==> config.mk <==
export PLATFORM = sky130hd
export DESIGN_NAME = vga_scan
export DESIGN_NICKNAME = d
export VERILOG_FILES = /design/src/rtl/vga_scan.sv
export SDC_FILE = /design/constraint.sdc
export NUM_CORES = 1
export LEC_CHECK = 0
export ABC_CLOCK_PERIOD_IN_PS = 3000
export BUFFER_PORTS_ARGS = -buffer_cell sky130_fd_sc_hd__buf_2
export CAP_MARGIN = 20
export CORE_UTILIZATION = 30
export CTS_BUF_LIST = sky130_fd_sc_hd__clkbuf_8 sky130_fd_sc_hd__clkbuf_16
export CTS_CLUSTER_DIAMETER = 120
export DETAILED_ROUTE_END_ITERATION = 10
export GPL_TIMING_DRIVEN = 0
export HOLD_SLACK_MARGIN = 0.12
export PLACE_DENSITY = 0.62
export SKIP_CTS_REPAIR_TIMING = 1
export SYNTH_ARGS = -nofsm -noshare
export SYNTH_HDL_FRONTEND = slang
export SYNTH_SLANG_ARGS = --single-unit
export TNS_END_PERCENT = 10
==> constraint.sdc <==
create_clock -name clk -period 3 [get_ports clk]
set_input_delay 0.45 -clock clk [delete_from_list [all_inputs] [get_ports clk]]
set_output_delay 0.45 -clock clk [all_outputs]
set_load 0.01 [all_outputs]
==> src/rtl/vga_scan.sv <==
// vga_scan: 640x480@60 VGA scan generator with pixel-tick divider.
// Produces col/row for the renderer, samples its 12-bit colour on the last
// clk of each pixel period and drives registered sync/RGB to the DAC.
// Optional build macro VGA_TEST_PATTERN_EN adds a test_mode input that
// replaces visible colour with eight 80-column colour bars.
module vga_scan #(
    parameter int unsigned CLK_DIV = 4,
    parameter int unsigned H_VIS   = 640,
    parameter int unsigned H_FP    = 16,
    parameter int unsigned H_SYNC  = 96,
    parameter int unsigned H_BP    = 48,
    parameter int unsigned V_VIS   = 480,
    parameter int unsigned V_FP    = 10,
    parameter int unsigned V_SYNC  = 2,
    parameter int unsigned V_BP    = 33
) (
    input  logic        clk,
    input  logic        rst,
    input  logic [11:0] rgb_in,
`ifdef VGA_TEST_PATTERN_EN
    input  logic        test_mode,
`endif
    output logic [9:0]  col,
    output logic [9:0]  row,
    output logic        hs,
    output logic        vs,
    output logic [3:0]  vga_r,
    output logic [3:0]  vga_g,
    output logic [3:0]  vga_b,
    output logic        pix_tick,
    output logic        frame_start
);

    localparam int unsigned CNT_W    = 10;
    localparam int unsigned RGB_W    = 12;
    localparam int unsigned DIV_W    = $clog2(CLK_DIV);
    localparam int unsigned H_TOTAL  = H_VIS + H_FP + H_SYNC + H_BP;
    localparam int unsigned V_TOTAL  = V_VIS + V_FP + V_SYNC + V_BP;
    localparam int unsigned HS_START = H_VIS + H_FP;
    localparam int unsigned HS_END   = H_VIS + H_FP + H_SYNC;
    localparam int unsigned VS_START = V_VIS + V_FP;
    localparam int unsigned VS_END   = V_VIS + V_FP + V_SYNC;

    localparam logic [DIV_W-1:0] DIV_LAST = DIV_W'(CLK_DIV - 1);
    localparam logic [CNT_W-1:0] COL_LAST = CNT_W'(H_TOTAL - 1);
    localparam logic [CNT_W-1:0] ROW_LAST = CNT_W'(V_TOTAL - 1);

    logic [DIV_W-1:0] div_cnt;
    logic [DIV_W-1:0] div_nxt;
    logic             tick_nxt;
    logic [CNT_W-1:0] col_nxt;
    logic [CNT_W-1:0] row_nxt;
    logic             frame_wrap;
    logic             visible;
    logic             hs_nxt;
    logic             vs_nxt;
    logic [RGB_W-1:0] pix_src;
    logic [RGB_W-1:0] rgb_nxt;

    // Divider: tick flop is loaded one clk early so it is high exactly while div_cnt is at its last value
    always_comb begin
        div_nxt  = div_cnt + DIV_W'(1);
        tick_nxt = 1'b0;
        if (div_cnt == DIV_LAST) begin
            div_nxt = '0;
        end
        if (div_nxt == DIV_LAST) begin
            tick_nxt = 1'b1;
        end
    end

    // Scan counters: col advances per tick, row advances and both wrap together
    always_comb begin
        col_nxt    = col;
        row_nxt    = row;
        frame_wrap = 1'b0;
        if (pix_tick) begin
            if (col == COL_LAST) begin
                col_nxt = '0;
                if (row == ROW_LAST) begin
                    row_nxt    = '0;
                    frame_wrap = 1'b1;
                end else begin
                    row_nxt = row + CNT_W'(1);
                end
            end else begin
                col_nxt = col + CNT_W'(1);
            end
        end
    end

`ifdef VGA_TEST_PATTERN_EN
    logic [2:0]       bar_idx;
    logic [RGB_W-1:0] bar_rgb;

    // Colour bars: bar index bits map straight onto the r/g/b nibbles
    always_comb begin
        bar_idx = 3'(col / CNT_W'(80));
        bar_rgb = {{4{bar_idx[2]}}, {4{bar_idx[1]}}, {4{bar_idx[0]}}};
        pix_src = test_mode ? bar_rgb : rgb_in;
    end
`else
    // Renderer colour passes straight through
    always_comb begin
        pix_src = rgb_in;
    end
`endif

    // Sync/blank decode on the currently presented col/row; blank muxes to a constant so X never leaks
    always_comb begin
        visible = (col < CNT_W'(H_VIS)) && (row < CNT_W'(V_VIS));
        hs_nxt  = !((col >= CNT_W'(HS_START)) && (col < CNT_W'(HS_END)));
        vs_nxt  = !((row >= CNT_W'(VS_START)) && (row < CNT_W'(VS_END)));
        rgb_nxt = '0;
        if (visible) begin
            rgb_nxt = pix_src;
        end
    end

    // State and output registers; pixel outputs update only on the tick
    always_ff @(posedge clk) begin
        if (rst) begin
            div_cnt     <= '0;
            pix_tick    <= 1'b0;
            col         <= '0;
            row         <= '0;
            frame_start <= 1'b0;
            hs          <= 1'b1;
            vs          <= 1'b1;
            vga_r       <= '0;
            vga_g       <= '0;
            vga_b       <= '0;
        end else begin
            div_cnt     <= div_nxt;
            pix_tick    <= tick_nxt;
            col         <= col_nxt;
            row         <= row_nxt;
            frame_start <= frame_wrap;
            if (pix_tick) begin
                hs    <= hs_nxt;
                vs    <= vs_nxt;
                vga_r <= rgb_nxt[11:8];
                vga_g <= rgb_nxt[7:4];
                vga_b <= rgb_nxt[3:0];
            end
        end
    end

endmodule

Yosys cells after proc, flatten, opt, wreduce, memory -nomap -nowiden --
Cells that the tools add are included.
Storage, ports and cells: memories kept 0, bits in latches 0, word-level logic and storage cells 38, ROM bits 0, output and inout bits 36, RAM bits 0, flip-flop bits (word level) 38, bits of input ports 14
Operators by class: add/subtract/negate cells 3, shift-type cells 0, $mul 0, reduce and logical (&&, ||, !) cells 7, multiplexer cells 6, bitwise gates (word level) 2, magnitude comparators 6, equality and inequality tests 4, divide/modulo/power cells 0
Operator list (count):
- 10-bit by 1-bit adder with 10-bit output (second input constant) | 2
- 10-bit equality test (second input constant) | 2
- 10-bit less-than comparator (second input constant) | 2
- 10-bit by 9-bit less-than comparator with 1-bit output (second input constant) | 2
- 10-bit 2-to-1 mux | 2
- 12-bit 2-to-1 mux | 1
- 10-bit greater-or-equal comparator (second input constant) | 1
- 10-bit by 9-bit greater-or-equal comparator with 1-bit output (second input constant) | 1
- 2-bit equality test (second input constant) | 2
- 1-bit logical AND | 3
- 3-bit OR reduction | 1
- 2-bit by 1-bit adder with 2-bit output (second input constant) | 1
- 1-bit zero test | 2
- 1-bit 2-to-1 mux | 2
- 2-bit 2-to-1 mux | 1
- 1-bit NOT | 2
- 2-bit AND reduction | 1

Depth between registers and ports, before layout --
depth in word-level cells 4, mapped depth 7, gate-level depth less buffers 6

Worst setup path before layout --
Ideal clock, no wire load.
kind register -> register, start point register col[0], end point register row[7], arrival time 1672 ps, period minus slack after synthesis 1742 ps, stages on the path, launching flop included 7, slack 1258 ps, library setup time 70 ps, path buffers 1, data required time 2930 ps, cells stage by stage dfxtp_1 > ha_1 > and4_1 > buf_4 > nand4_4 > or4_1 > a21oi_1
Between the ends: word-level cells in the longest chain between the ends 2
RTL lines:
- start: declaration | line 23 | output logic [9:0] col,
- start signal: assignment | line 136 | col <= col_nxt;
- 10-bit equality test | line 78 | if (col == COL_LAST) begin
- 2-bit AND reduction (no line)
- end signal: assignment | line 137 | row <= row_nxt;
- end: declaration | line 24 | output logic [9:0] row,
No other way between the ends. A chain may end at the register's enable or synchronous reset.

Final worst setup path --
start point register col[0], end point register row[4]
Same word-level chain as after synthesis.

==> summary.md <==
| Metric | Value |
|---|---|
| Number of port buffers | `between 40 and 50` |
| Die Height | `around 77 µm` |
| Area share of the largest cell type after synthesis | `between 40% and 50%` |
| Pin count of the biggest net entering global routing | `14` |
| Post-synth EDFFs | `0` |
| Setup Skew | `~0.0086 ns` |
| Floorplan row count | `27` |
| Final Max Tran Viols | `0` |
| CTS Root Cell | `clkbuf_8` |
| Seq/Total Area, Yosys | `between 40 and 50%` |
| Inserted Diodes | `0` |
| Die Span X | `between 70 and 80 µm` |
| Reg2reg path depth | `7` |
| Switching Fraction | `22.6%` |
| FF-to-FF setup slack | `about 1.1 ns` |
| Dominant synthesized flop cell | `dfxtp_1` |
| Drt total wl | `slightly above 4 mm` |
| Yosys warnings | `0` |
| Share of post-route cells with drive strength above 1 | `about a quarter` |
| Slew at the pin with the worst max-slew slack | `~0.55 ns` |
| Tmin final | `between 1.5 and 2 ns` |
| Post-synth top area cell | `dfxtp_1` |
| CTS max path bufs | `2` |
| Fin area | `2150 µm²` |
| Adder-cell share of the synthesized area | `~4.4%` |
| Pint | `around 0.00079 W` |
| Leak pwr | `0.931 nW` |
| Hold Crit Endpoint | `pix_tick` |
| Worst-Skew Late Latency | `0.29 ns` |
| Final hold slack | `0.362 ns` |
| CTS tree | `done` |
| Area of the multi-input gates | `867 µm²` |
| Synth Instances | `between 150 and 200` |
| Starting Density | `between 30 and 40%` |
| Unique masters post-synth | `35` |
| Post-Synth Simple-Gate Area | `a little under a third` |
| RR Endpoint | `row[4]` |
| Synthesis-to-layout area growth | `26.3%` |
| Post-DRT Antenna Nets | `0` |
| FMAX | `between 500 and 600 MHz` |
| Max VDD drop | `approximately 0.24 mV` |
| Post-synthesis cell area | `between 1500 and 2000 µm²` |
| Clock power share | `between 40% and 50%` |
| Layout fillers | `a little under 600` |
| Drt first pass iters | `4` |
| Crit end category | `flop` |
| Hold wc startpoint | `rst` |
| Final setup fails | `0` |
| IO Pins | `50` |
| Rel. slew slack | `a little under two thirds` |
| Clk slew on worst S/H paths | `around 0.080 ns` |
| Crit path kind | `reg2reg` |
| Largest family of logic cells by synthesized area | `simple AND/OR/NAND/NOR gates` |
| Startpoint Class | `flop` |
| GP Congestion | `roughly 0.76` |
| First-pass GRT wire length | `~6.6 mm` |
| FF-to-FF Start | `col[0]` |
| Placed inst area | `a little over 2000 µm²` |
| Sequential share of power | `51.3%` |
| CP arrival | `around 2 ns` |
| Hold Fails Final Rpt | `0` |
| Cts bufs inserted | `5` |
| Residual DRC | `0` |
| CTS H-tree depth | `2` |
| DP Cell Count | `roughly 320` |
| Hold WC Path Type | `in2reg` |
| Worst-path maximum fanout | `10` |
| Die ar. | `~6000 µm²` |
| Status | `finished, final reports clean` |
| Area fraction in compound gates after synthesis | `~10%` |
| Vias in the first global route | `approximately 1,400` |
| GRT Total Usage | `approximately 14%` |
| Post-Layout Cell Count | `~320` |
| P_sw | `about 0.00023 W` |
| Vias per cell | `4.77` |
| CP required | `3.16 ns` |
| Ys async rst share | `0%` |
| Core region area | `5510 µm²` |
| Initial antenna violation count | `0` |
| Synth area leaders | `dfxtp_1 (45%), a21oi_1 (6.2%), nor2_1 (5.9%), nor2b_1 (4.8%), ha_1 (4.4%)` |
| Post-synth net total | `214` |
| RSZ-0062 raised after global routing | `no` |
| Max-cap viol count | `0` |
| Logic pwr share | `about 6.2%` |
| Hold depth | `2` |
| DR iter-0 viols | `64` |
| Register area | `roughly 760 µm²` |
| Multiplexer share of the synthesized area | `less than 1%` |
| Wire per inst | `12.5 µm` |
| Vias | `1,542` |
| Setup TNS | `0 ns` |
| Tcrit/Tclk final | `~63%` |
| HPWL after DPL | `just under 3 mm` |
| Nets | `270` |
| #FFs+latches synth | `38` |
| Mean post-synth cell area | `between 8 and 9 µm²` |
| CTS sink count | `38` |
| Power Dens Cells | `around 470 nW/µm²` |
| GR Overflow Total | `0` |
| Xor/xnor cell area share of the yosys netlist | `under 10%` |
[cells in the mapped netlist (all sizes together), types with 6 or more instances]
master / count
ha: 6
nor2b: 13
nor2: 27
o21ai: 6
xnor2: 6
nand4: 7
dfxtp: 38
nor3: 7
a21oi: 21
nand2: 7
inv: 6
buf: 6
[how the worst max path moves through the flow]
stage           start      to  slack (ns)
4_1_cts        col[0]  row[4]        1.07
6_report       col[0]  row[4]        1.11
2_1_floorplan  col[0]  row[7]        1.26
3_3_place_gp   col[0]  row[0]        1.11
5_1_grt        col[0]  row[4]        0.93
3_5_place_dp   col[0]  row[4]        1.09
[cell usage in the layout, fill, tap and decap left out, types with 3 or more instances in the layout]
cell	n
o21ai_0	6
or3_1	5
nand3_1	5
a21oi_1	21
nand4_1	6
and2_1	3
clkbuf_8	5
buf_4	3
xnor2_1	6
nor2_1	27
buf_2	51
nand2_1	7
xor2_1	5
ha_1	6
nor2b_1	13
inv_1	6
clkbuf_1	5
dfxtp_1	38
nor3_1	6
[area by class of cell]
| type | count | share of cell area [%] |
|---|---|---|
| well taps | 72 | 4.18 |
| plain buffers | 11 | 2.56 |
| flip-flops and latches | 38 | 35.3 |
| repair buffers | 49 | 11.4 |
| inverters | 6 | 1.05 |
| clock inverters | 3 | 2.09 |
| clock buffers | 5 | 3.19 |
| multi-input cells | 139 | 40.2 |
[cell families (layout without fill, tap and decap cells)]
| group | count (synthesis) | after routing |
|---|---|---|
| flops | 38 | 38 |
| mux | 1 | 1 |
| compound gates | 31 | 31 |
| fa+ha+maj | 6 | 6 |
| xor+xnor | 11 | 11 |
| simple gates | 90 | 90 |
| buf+inv | 17 | 74 |
[through the flow]
step,util (%),total power (W),setup WS [ns]
final,39.1,0.00102,1.11
after floorplan,-,0.000572,1.26
after CTS,39.1,0.00104,1.07
after detailed placement,37.1,0.000601,1.09
after global placement,37.1,0.000599,1.11
after global routing,39.1,0.00107,0.934
[layer usage]
metal | share of wire [%] | global-route usage, %
met3 | 4.9 | 4.12
met2 | 46 | 22.9
met5 | 0 | 0
met4 | 2.2 | 6.23
met1 | 47 | 16.9
[power by group through the flow]
stage	Combinational [W]	Sequential [W]	Clock, W
2_1_floorplan	0.0000338	0.000539	0
3_3_place_gp	0.0000642	0.000535	0
3_5_place_dp	0.0000655	0.000536	0
4_1_cts	0.0000656	0.000524	0.000452
5_1_grt	0.0000736	0.000526	0.000469
6_report	0.0000639	0.000524	0.000434
[sequential cells by signal (all words and copies together), names as in the netlist]
register     cells
col             10
row             10
vga_b            4
vga_g            4
vga_r            4
div_cnt          2
frame_start      1
hs               1
pix_tick         1
vs               1
[critical path, cell delays in order, from the launching register on]
cell	delay, ns
dfxtp_1	0.44
ha_1	0.20
and4_1	0.19
buf_4	0.15
nand4_4	0.13
buf_4	0.20
o21bai_2	0.37
nor2_1	0.10
(Power assumes the default switching activity.)
